==> src/rtl/i2s_tx.sv <==
// I2S transmitter: mono sample sent in both slots of a standard I2S frame.
// A one-entry holding register decouples the sample source from the frame timing.
module i2s_tx #(
  parameter int DATA_WIDTH = 16,
  parameter int BCLK_DIV   = 4
) (
  input  logic                  clk,
  input  logic                  reset,
  input  logic [DATA_WIDTH-1:0] audio_in,
  input  logic                  in_valid,
  output logic                  in_ready,
  output logic                  bclk,
  output logic                  lrclk,
  output logic                  sdata,
  output logic                  underrun
);

  localparam int DIV_W = (BCLK_DIV > 1) ? $clog2(BCLK_DIV) : 1;
  localparam int BIT_W = $clog2(2 * DATA_WIDTH);

  localparam logic [DIV_W-1:0] DIV_LAST = DIV_W'(BCLK_DIV - 1);
  localparam logic [BIT_W-1:0] K_LAST   = BIT_W'(2 * DATA_WIDTH - 1);
  localparam logic [BIT_W-1:0] K_HALF   = BIT_W'(DATA_WIDTH);
  localparam logic [BIT_W-1:0] LR_LO    = BIT_W'(DATA_WIDTH - 1);
  localparam logic [BIT_W-1:0] LR_HI    = BIT_W'(2 * DATA_WIDTH - 2);

  logic [DIV_W-1:0]      div_cnt;
  logic [BIT_W-1:0]      bit_cnt;
  logic [DATA_WIDTH-1:0] hold;
  logic                  hold_full;
  logic [DATA_WIDTH-1:0] frame_word;

  logic                  div_wrap;
  logic                  fall_edge;
  logic                  load_edge;
  logic                  accept;
  logic [BIT_W-1:0]      next_k;
  logic [BIT_W-1:0]      slot_idx;
  logic [DATA_WIDTH-1:0] frame_next;
  logic [DATA_WIDTH-1:0] frame_shifted;
  logic                  next_sdata;
  logic                  next_lrclk;

  // Handshake: a sample transfers on any cycle with in_valid && in_ready;
  // in_ready depends only on hold_full, never on in_valid.
  assign in_ready = !hold_full;
  assign accept   = in_valid && !hold_full;

  always_comb begin
    div_wrap      = (div_cnt == DIV_LAST);
    fall_edge     = div_wrap && bclk;
    next_k        = (bit_cnt == K_LAST) ? '0 : bit_cnt + BIT_W'(1);
    load_edge     = fall_edge && (next_k == '0);
    frame_next    = frame_word;
    if (load_edge) begin
      frame_next = hold_full ? hold : '0;
    end
    // Both slots carry the same word, so only the position within the slot matters.
    slot_idx      = (next_k < K_HALF) ? next_k : next_k - K_HALF;
    frame_shifted = frame_next << slot_idx;
    next_sdata    = frame_shifted[DATA_WIDTH-1];
    next_lrclk    = (next_k >= LR_LO) && (next_k <= LR_HI);
  end

  always_ff @(posedge clk) begin
    if (reset) begin
      div_cnt    <= '0;
      bit_cnt    <= K_LAST;
      bclk       <= 1'b0;
      lrclk      <= 1'b0;
      sdata      <= 1'b0;
      underrun   <= 1'b0;
      hold       <= '0;
      hold_full  <= 1'b0;
      frame_word <= '0;
    end else begin
      underrun <= 1'b0;
      if (div_wrap) begin
        div_cnt <= '0;
        bclk    <= ~bclk;
      end else begin
        div_cnt <= div_cnt + DIV_W'(1);
      end
      if (fall_edge) begin
        bit_cnt    <= next_k;
        lrclk      <= next_lrclk;
        sdata      <= next_sdata;
        frame_word <= frame_next;
        if (load_edge) begin
          underrun  <= !hold_full;
          hold_full <= 1'b0;
        end
      end
      // A sample arriving on an empty-hold load edge waits for the next frame.
      if (accept) begin
        hold      <= audio_in;
        hold_full <= 1'b1;
      end
    end
  end

endmodule

==> config.mk <==
export PLATFORM = sky130hd
export DESIGN_NAME = i2s_tx
export DESIGN_NICKNAME = d
export VERILOG_FILES = /design/src/rtl/i2s_tx.sv
export SDC_FILE = /design/constraint.sdc
export NUM_CORES = 1
export LEC_CHECK = 0
export CAP_MARGIN = 20
export CORE_MARGIN = 3
export CORE_UTILIZATION = 62
export CTS_BUF_LIST = sky130_fd_sc_hd__clkbuf_4
export DETAILED_ROUTE_END_ITERATION = 8
export PLACE_DENSITY_LB_ADDON = 0.12
export RECOVER_POWER = 100
export SLEW_MARGIN = 40
export SYNTH_ARGS = -nofsm -noshare
export SYNTH_HDL_FRONTEND = slang
export SYNTH_SLANG_ARGS = --single-unit
==> constraint.sdc <==
create_clock -name clk -period 4.9 [get_ports clk]
set_input_delay 0.98 -clock clk [delete_from_list [all_inputs] [get_ports clk]]
set_output_delay 0.98 -clock clk [all_outputs]
set_load 0.005 [all_outputs]
==> results of run 1 <==
==> cell families (layout without fill, tap and decap cells) <==
logic type	after synthesis	after routing	share of synthesized area, %
AO/OA/AOI/OAI	61	61	18.5
XOR/XNOR	3	3	1.31
adder cells (fa/ha/maj)	3	3	1.87
buffers and inverters	20	36	4.74
flip-flops	44	44	43.9
multiplexers	3	3	1.75
AND/OR/NAND/NOR	115	115	27.9
==> worst max path at each step <==
stage / slack, ps / to
after global placement: 1980 / sdata
final: 1260 / sdata
after detailed placement: 1870 / sdata
after CTS: 1850 / sdata
after global routing: 920 / sdata
after floorplan: 2450 / sdata
==> flip-flops by register name (all words and copies together) (netlist names) <==
register,count
bit_cnt,5
hold,16
sdata,1
div_cnt,2
frame_word,16
lrclk,1
underrun,1
hold_full,1
bclk,1
==> cells in the mapped netlist, types with 2 or more instances <==
| cell type | number | area, um^2 |
|---|---|---|
| nand3_1 | 16 | 80.1 |
| nor2b_1 | 2 | 12.5 |
| o21ai_0 | 5 | 25.0 |
| dfxtp_1 | 44 | 881 |
| nand2_1 | 63 | 236 |
| inv_1 | 4 | 15.0 |
| nor2_1 | 10 | 37.5 |
| or4_1 | 4 | 30.0 |
| o21a_1 | 2 | 15.0 |
| xnor2_1 | 2 | 17.5 |
| a211oi_1 | 2 | 15.0 |
| mux2i_1 | 2 | 20.0 |
| a21oi_1 | 36 | 180 |
| ha_1 | 3 | 37.5 |
| nor3_1 | 3 | 15.0 |
| o31ai_1 | 5 | 37.5 |
| clkbuf_1 | 10 | 37.5 |
| o211ai_1 | 2 | 15.0 |
| buf_4 | 3 | 22.5 |
==> layer usage <==
layer	GRT usage (%)	wire, um	vias up
li1	-	-	900
met1	28.4	1900	804
met2	38.2	2060	54
met3	5.58	214	7
met4	9.09	53	0
met5	0	0	-
==> where the power goes <==
| group | internal, mW | switching [mW] | total, mW |
|---|---|---|---|
| registers | 0.370 | 0.0101 | 0.380 |
| logic | 0.0269 | 0.0269 | 0.0538 |
| clock network | 0.113 | 0.112 | 0.225 |
| total | 0.509 | 0.149 | 0.658 |
==> area by class of cell <==
cell class	count	share of cell area, %
Clock buffer	6	1.97
Tap cell	44	2.41
Sequential cell	44	38.6
Inverter	4	0.658
Multi-Input combinational cell	185	44.6
Clock inverter	2	1.53
Timing Repair Buffer	24	10.2
==> metrics by stage <==
step	power, mW	utilization [%]	instances	instance area, um^2	setup slack (ps)
global route	0.688	74.2	309	2280	923
floorplan	0.418	-	249	2010	2450
detailed placement	0.442	72.2	301	2220	1870
finish	0.658	74.2	309	2280	1260
global placement	0.441	72.1	301	2220	1980
CTS	0.661	74.8	309	2300	1850
==> worst max-delay path, cell delays in order <==
cell and delay [ps]:
dlygate4sd3_1 520, clkbuf_1 1240, inv_1 450, nand3_1 260, nand3_1 90, a211oi_1 220, o32ai_1 120
==> metrics.md, run 1 <==
| Metric | Value |
|---|---|
| Hold Startpoint | `div_cnt[0]` |
| Pwr/cell area | `288 mW/mm^2` |
| Commonest cells after routing, fill and taps aside | `nand2_1 (63), dfxtp_1 (44), a21oi_1 (36)` |
| RSZ-0062 raised after global routing | `false` |
| Min Tclk post-route | `3640 ps` |
| First-pass GRT wire length | `7.32 mm` |
| Hold Buf Count CTS | `0` |
| Library cells used by synthesis | `50` |
| Max-cap violations | `1` |
| FF+latch count, synth | `44` |
| Hold Vio Cnt, Final | `0` |
| Synth Cell Area | `approximately 0.002 mm^2` |
| Largest net degree at the start of global routing | `40` |
| Row count | `20` |
| HPWL after detailed placement | `2.83 mm` |
| Die area | `0.00395 mm^2` |
| Post-CTS sizing | `0` |
| Die height | `between 60 and 70 um` |
| Post-synth net total | `271` |
| Clk_skew | `5.01 ps` |
| CTS Sinks | `44` |
| CP Data Required Time | `5150 ps` |
| PortBufs | `23` |
| Post-Syn Area per Cell | `8.05 um^2` |
| Sequential share of the synthesized area | `43.9%` |
| Clock Pin Slew Worst Setup and Hold Paths | `120 ps` |
| Startpoint types | `input pin` |
| Main synth FF type | `dfxtp_1` |
| Setup bufs post-CTS | `0` |
| Cell depth of the worst hold path | `1` |
| Tightest Pin Transition | `between 1500 and 2000 ps` |
| Max Freq | `275 MHz` |
| Peak fanout along the critical path | `39` |
| Grt ovf | `0` |
| Cells after synthesis | `249` |
| Core area | `0.00308 mm^2` |
| Post-synth ARST share | `0%` |
| Area occupied by multi-input gates | `around 0.001 mm^2` |
| Number of global-route vias before repair | `1659` |
| Final period util | `74.2%` |
| IO Pins | `24` |
| Crit Path Class | `in2reg` |
| Worst Setup SP | `reset` |
| R2R Path End | `sdata` |
| Average wire per standard cell | `around 14 um` |
| Filler instances | `250` |
| Initial core utilization | `65.2%` |
| Final Slew Violations | `40` |
| Initial antenna violation count | `0` |
| Layout area overhead | `13.8%` |
| Maximum vdd drop | `0.000182 V` |
| Reg2reg setup slack | `around 1300 ps` |
| Setup TNS | `0 ps` |
| Number of synthesized flops with an enable pin | `0` |
| Via Count | `1765` |
| CP Capture Type | `register` |
| Die X | `62.9 um` |
| DRT Pass-1 Iters | `4` |
| Failing checks | `max-capacitance violations, max-slew violations` |
| Clk_lat worst skew | `350 ps` |
| Reg2reg start | `bit_cnt[0]` |
| Drt initial violations | `about 180` |
| Leading cell type in the layout, fill and taps excluded | `nand2_1` |
| Worst hold path class | `reg2reg` |
| Antenna-violating nets left | `0` |
| CTS tree | `built` |
| LEAKAGE | `0.814 nW` |
| Longest Clk Path Bufs | `2` |
| Relative slew slack | `-15.3%` |
| Routability cong. | `just over 0.9` |
| Final setup fails | `0` |
| Register area | `881 um^2` |
| H-tree levels | `2` |
| Ys Warns | `0` |
| Data arrival time of the critical path | `3880 ps` |
| DRC violations left | `0` |
| Share of cells above drive strength 1 | `7.55%` |
| WHS | `433 ps` |
| Nets | `286` |
| Hold path endpoint | `div_cnt[0]` |
| Vias per Instance | `5.71` |
| Status | `finished with violations` |
| Tot GR Track Use | `23.0%` |
| Worst reg-to-reg path cell count | `9` |
| Antenna Diode Count | `0` |
| Number of buffers created by CTS | `5` |
| Final WL | `4.23 mm` |
| Root Driver | `clkbuf_4` |
(Power assumes the default switching activity.)
==> run 2, diff against run 1 <==
Settings changed: CORE_UTILIZATION 62 to 52.
Clock period 4.9 ns to 3 ns, I/O delays scaled along.
==> run 2 against run 1 <==
Net effect: the flow still finishes with violations (max-capacitance violations, max-slew violations); flip-flop and latch count unchanged; utilization is 7.5 points lower; via count fell by 0.68%; sequential share of layout area shrank 1.0 points.
==> metrics.md, run 2 (synthesis results as in run 1) <==
| Metric | Value |
|---|---|
| Tightest Pin Transition | `1650 ps (-76.1 ps)` |
| Max Freq | `363 MHz` |
| Min Tclk post-route | `2760 ps` |
| Placed Area | `0.00227 mm^2 (+1.9%)` |
| Peak fanout along the critical path | `17 (-56%)` |
| Switching Power | `249 uW (+67%)` |
| Status | `finished with violations` |
| Average wire per standard cell | `13.5 um (-1.7%)` |
| Largest net degree at the start of global routing | `39 (-2.5%)` |
| Reg2reg start | `bit_cnt[1]` |
| Drt initial violations | `171 (-5.5%)` |
| Number of global-route vias before repair | `1597 (-3.7%)` |
| Post-CTS sizing | `0 (unchanged)` |
| Post-layout util | `66.7% (-7.5 points)` |
| Finished layout cell area | `0.00235 mm^2 (+2.8%)` |
| First-pass GRT wire length | `7.27 mm (-0.66%)` |
| Setup TNS | `0 ps (unchanged)` |
| Via Count | `1753 (-0.68%)` |
| Clock Power Share | `38.4% (+4.3 points)` |
| Vias per Instance | `5.55 (-2.9%)` |
| Switching fraction of total power | `21.5% (-1.1 points)` |
| Hold Startpoint | `div_cnt[0]` |
| Final setup fails | `0 (unchanged)` |
| Row count | `21 (+5.0%)` |
| Routability cong. | `0.869 (-4.4%)` |
| Hold Vio Cnt, Final | `0 (unchanged)` |
| Worst reg-to-reg path cell count | `9 (unchanged)` |
| Core area | `0.00352 mm^2 (+14%)` |
| Maximum vdd drop | `0.000362 V (+99%)` |
| CTS tree | `built` |
| Layout area overhead | `17.0%` |
| Hold path endpoint | `div_cnt[0]` |
| Cell depth of the worst hold path | `1 (unchanged)` |
| Worst path cell trace | `ha_1, and3_2, ha_1, nor2b_1, mux2_4, or4_1, a21oi_2, a211oi_1, o32ai_2` |
| Setup bufs post-CTS | `0 (unchanged)` |
| Area occupied by multi-input gates | `0.00102 mm^2 (+0.25%)` |
| H-tree levels | `2 (unchanged)` |
| Crit Path Class | `reg2reg` |
| Int Pwr | `905 uW (+78%)` |
| Register area | `881 um^2 (unchanged)` |
| Grt ovf | `0 (unchanged)` |
| Pwr/cell area | `492 mW/mm^2 (+71%)` |
| CTS Sinks | `44 (unchanged)` |
| DRC violations left | `0 (unchanged)` |
| Antenna Diode Count | `0 (unchanged)` |
| Nets | `292 (+2.1%)` |
| Die X | `68.1 um (+8.3%)` |
| CP Capture Type | `register` |
| DRT Pass-1 Iters | `6 (+2)` |
| Tot GR Track Use | `20.9% (-2.1 points)` |
| Commonest cells after routing, fill and taps aside | `nand2_1 (63), dfxtp_1 (44), a21oi_1 (36)` |
| Max-cap violations | `1 (unchanged)` |
| Clock Pin Slew Worst Setup and Hold Paths | `130 ps (about the same)` |
| PortBufs | `23 (unchanged)` |
| Worst path slowest cell | `or4_1` |
| Failing checks | `max-capacitance violations, max-slew violations` |
| Final Slew Violations | `39 (-2.5%)` |
| Top Registers | `frame_word: 16 flops, hold: 16 flops, bit_cnt: 5 flops` |
| Data arrival time of the critical path | `3040 ps (-840 ps)` |
| Reg2reg setup slack | `240 ps (-1030 ps)` |
| Filler instances | `300 (+20%)` |
| Antenna-violating nets left | `0 (unchanged)` |
| RSZ-0062 raised after global routing | `false` |
| Leading cell type in the layout, fill and taps excluded | `nand2_1` |
| Longest Clk Path Bufs | `2 (unchanged)` |
| Final period util | `91.9%` |
| IO Pins | `24 (unchanged)` |
| Initial core utilization | `57.0% (-8.2 points)` |
| Die area | `0.00464 mm^2 (+17%)` |
| Relative slew slack | `-10.3% (+5.1 points)` |
| Most used cell, CP | `ha_1` |
| Combinational power share | `8.1% (about the same)` |
| HPWL after detailed placement | `2.98 mm (+5.1%)` |
| Final WL | `4.25 mm (+0.52%)` |
| R2R Path End | `sdata` |
| Startpoint types | `register` |
| Seq pwr share | `53.5% (-4.2 points)` |
| CP Data Required Time | `3280 ps (-1870 ps)` |
| Number of buffers created by CTS | `5 (unchanged)` |
| Die height | `68.1 um (+8.3%)` |
| Clk_lat worst skew | `350 ps (about the same)` |
| Worst hold path class | `reg2reg` |
| Clk_skew | `12.9 ps (+7.85 ps)` |
| Hold Buf Count CTS | `0 (unchanged)` |
| Initial antenna violation count | `0 (unchanged)` |
| LEAKAGE | `0.844 nW (+3.8%)` |
| Max stage delay on crit path | `590 ps (-650 ps)` |
| Share of cells above drive strength 1 | `8.52% (+0.97 points)` |
| Root Driver | `clkbuf_4` |
-- run 2: critical path: cells and delay by family, from the launching register on --
kind            cells  cell delay [ps]
flops               1              380
fa+ha+maj           2              550
simple gates        3              910
compound gates      3              480
mux                 1              370
-- run 2: power groups by stage --
stage | registers, mW | clock network (mW) | logic [mW]
final | 0.617 | 0.443 | 0.0939
after global routing | 0.620 | 0.474 | 0.106
after CTS | 0.617 | 0.452 | 0.0961
after detailed placement | 0.630 | 0 | 0.0956
after global placement | 0.630 | 0 | 0.0952
after floorplan | 0.625 | 0 | 0.0573
-- run 2: worst max path at each step --
stage                    start     to  slack (ps)
global placement    bit_cnt[1]  sdata         410
detailed placement  bit_cnt[1]  sdata         310
global route        bit_cnt[1]  sdata         120
CTS                 bit_cnt[1]  sdata         270
floorplan           bit_cnt[0]  sdata         550
finish              bit_cnt[1]  sdata         240
-- run 2: metal layers --
| layer | vias up | wire length [um] | global-route usage [%] |
|---|---|---|---|
| met4 | 0 | 58 | 8.19 |
| met1 | 786 | 2020 | 27.5 |
| li1 | 908 | - | - |
| met2 | 52 | 1980 | 33.0 |
| met3 | 7 | 200 | 4.93 |
| met5 | - | 0 | 0 |
-- run 2: stage by stage --
step	total power [mW]	setup WS, ps	hold WS, ps	instances
6_report	1.15	242	432	316
5_1_grt	1.20	117	451	316
3_3_place_gp	0.725	413	419	309
2_1_floorplan	0.682	549	404	249
3_5_place_dp	0.726	312	417	309
4_1_cts	1.17	274	435	316
-- run 2: cell type report --
| type | instances | area share, % |
|---|---|---|
| flip-flops and latches | 44 | 37.5 |
| repair buffers | 30 | 11.7 |
| inverters | 4 | 0.640 |
| well taps | 46 | 2.45 |
| multi-input cells | 185 | 43.5 |
| clock buffers | 5 | 1.60 |
| clock inverters | 2 | 2.56 |
==> run 3, diff against run 2 <==
Settings changed: CTS_CLUSTER_DIAMETER from default to 150.
==> results of run 3 <==
The final DEF is identical to that of run 2; final timing and power are the same.
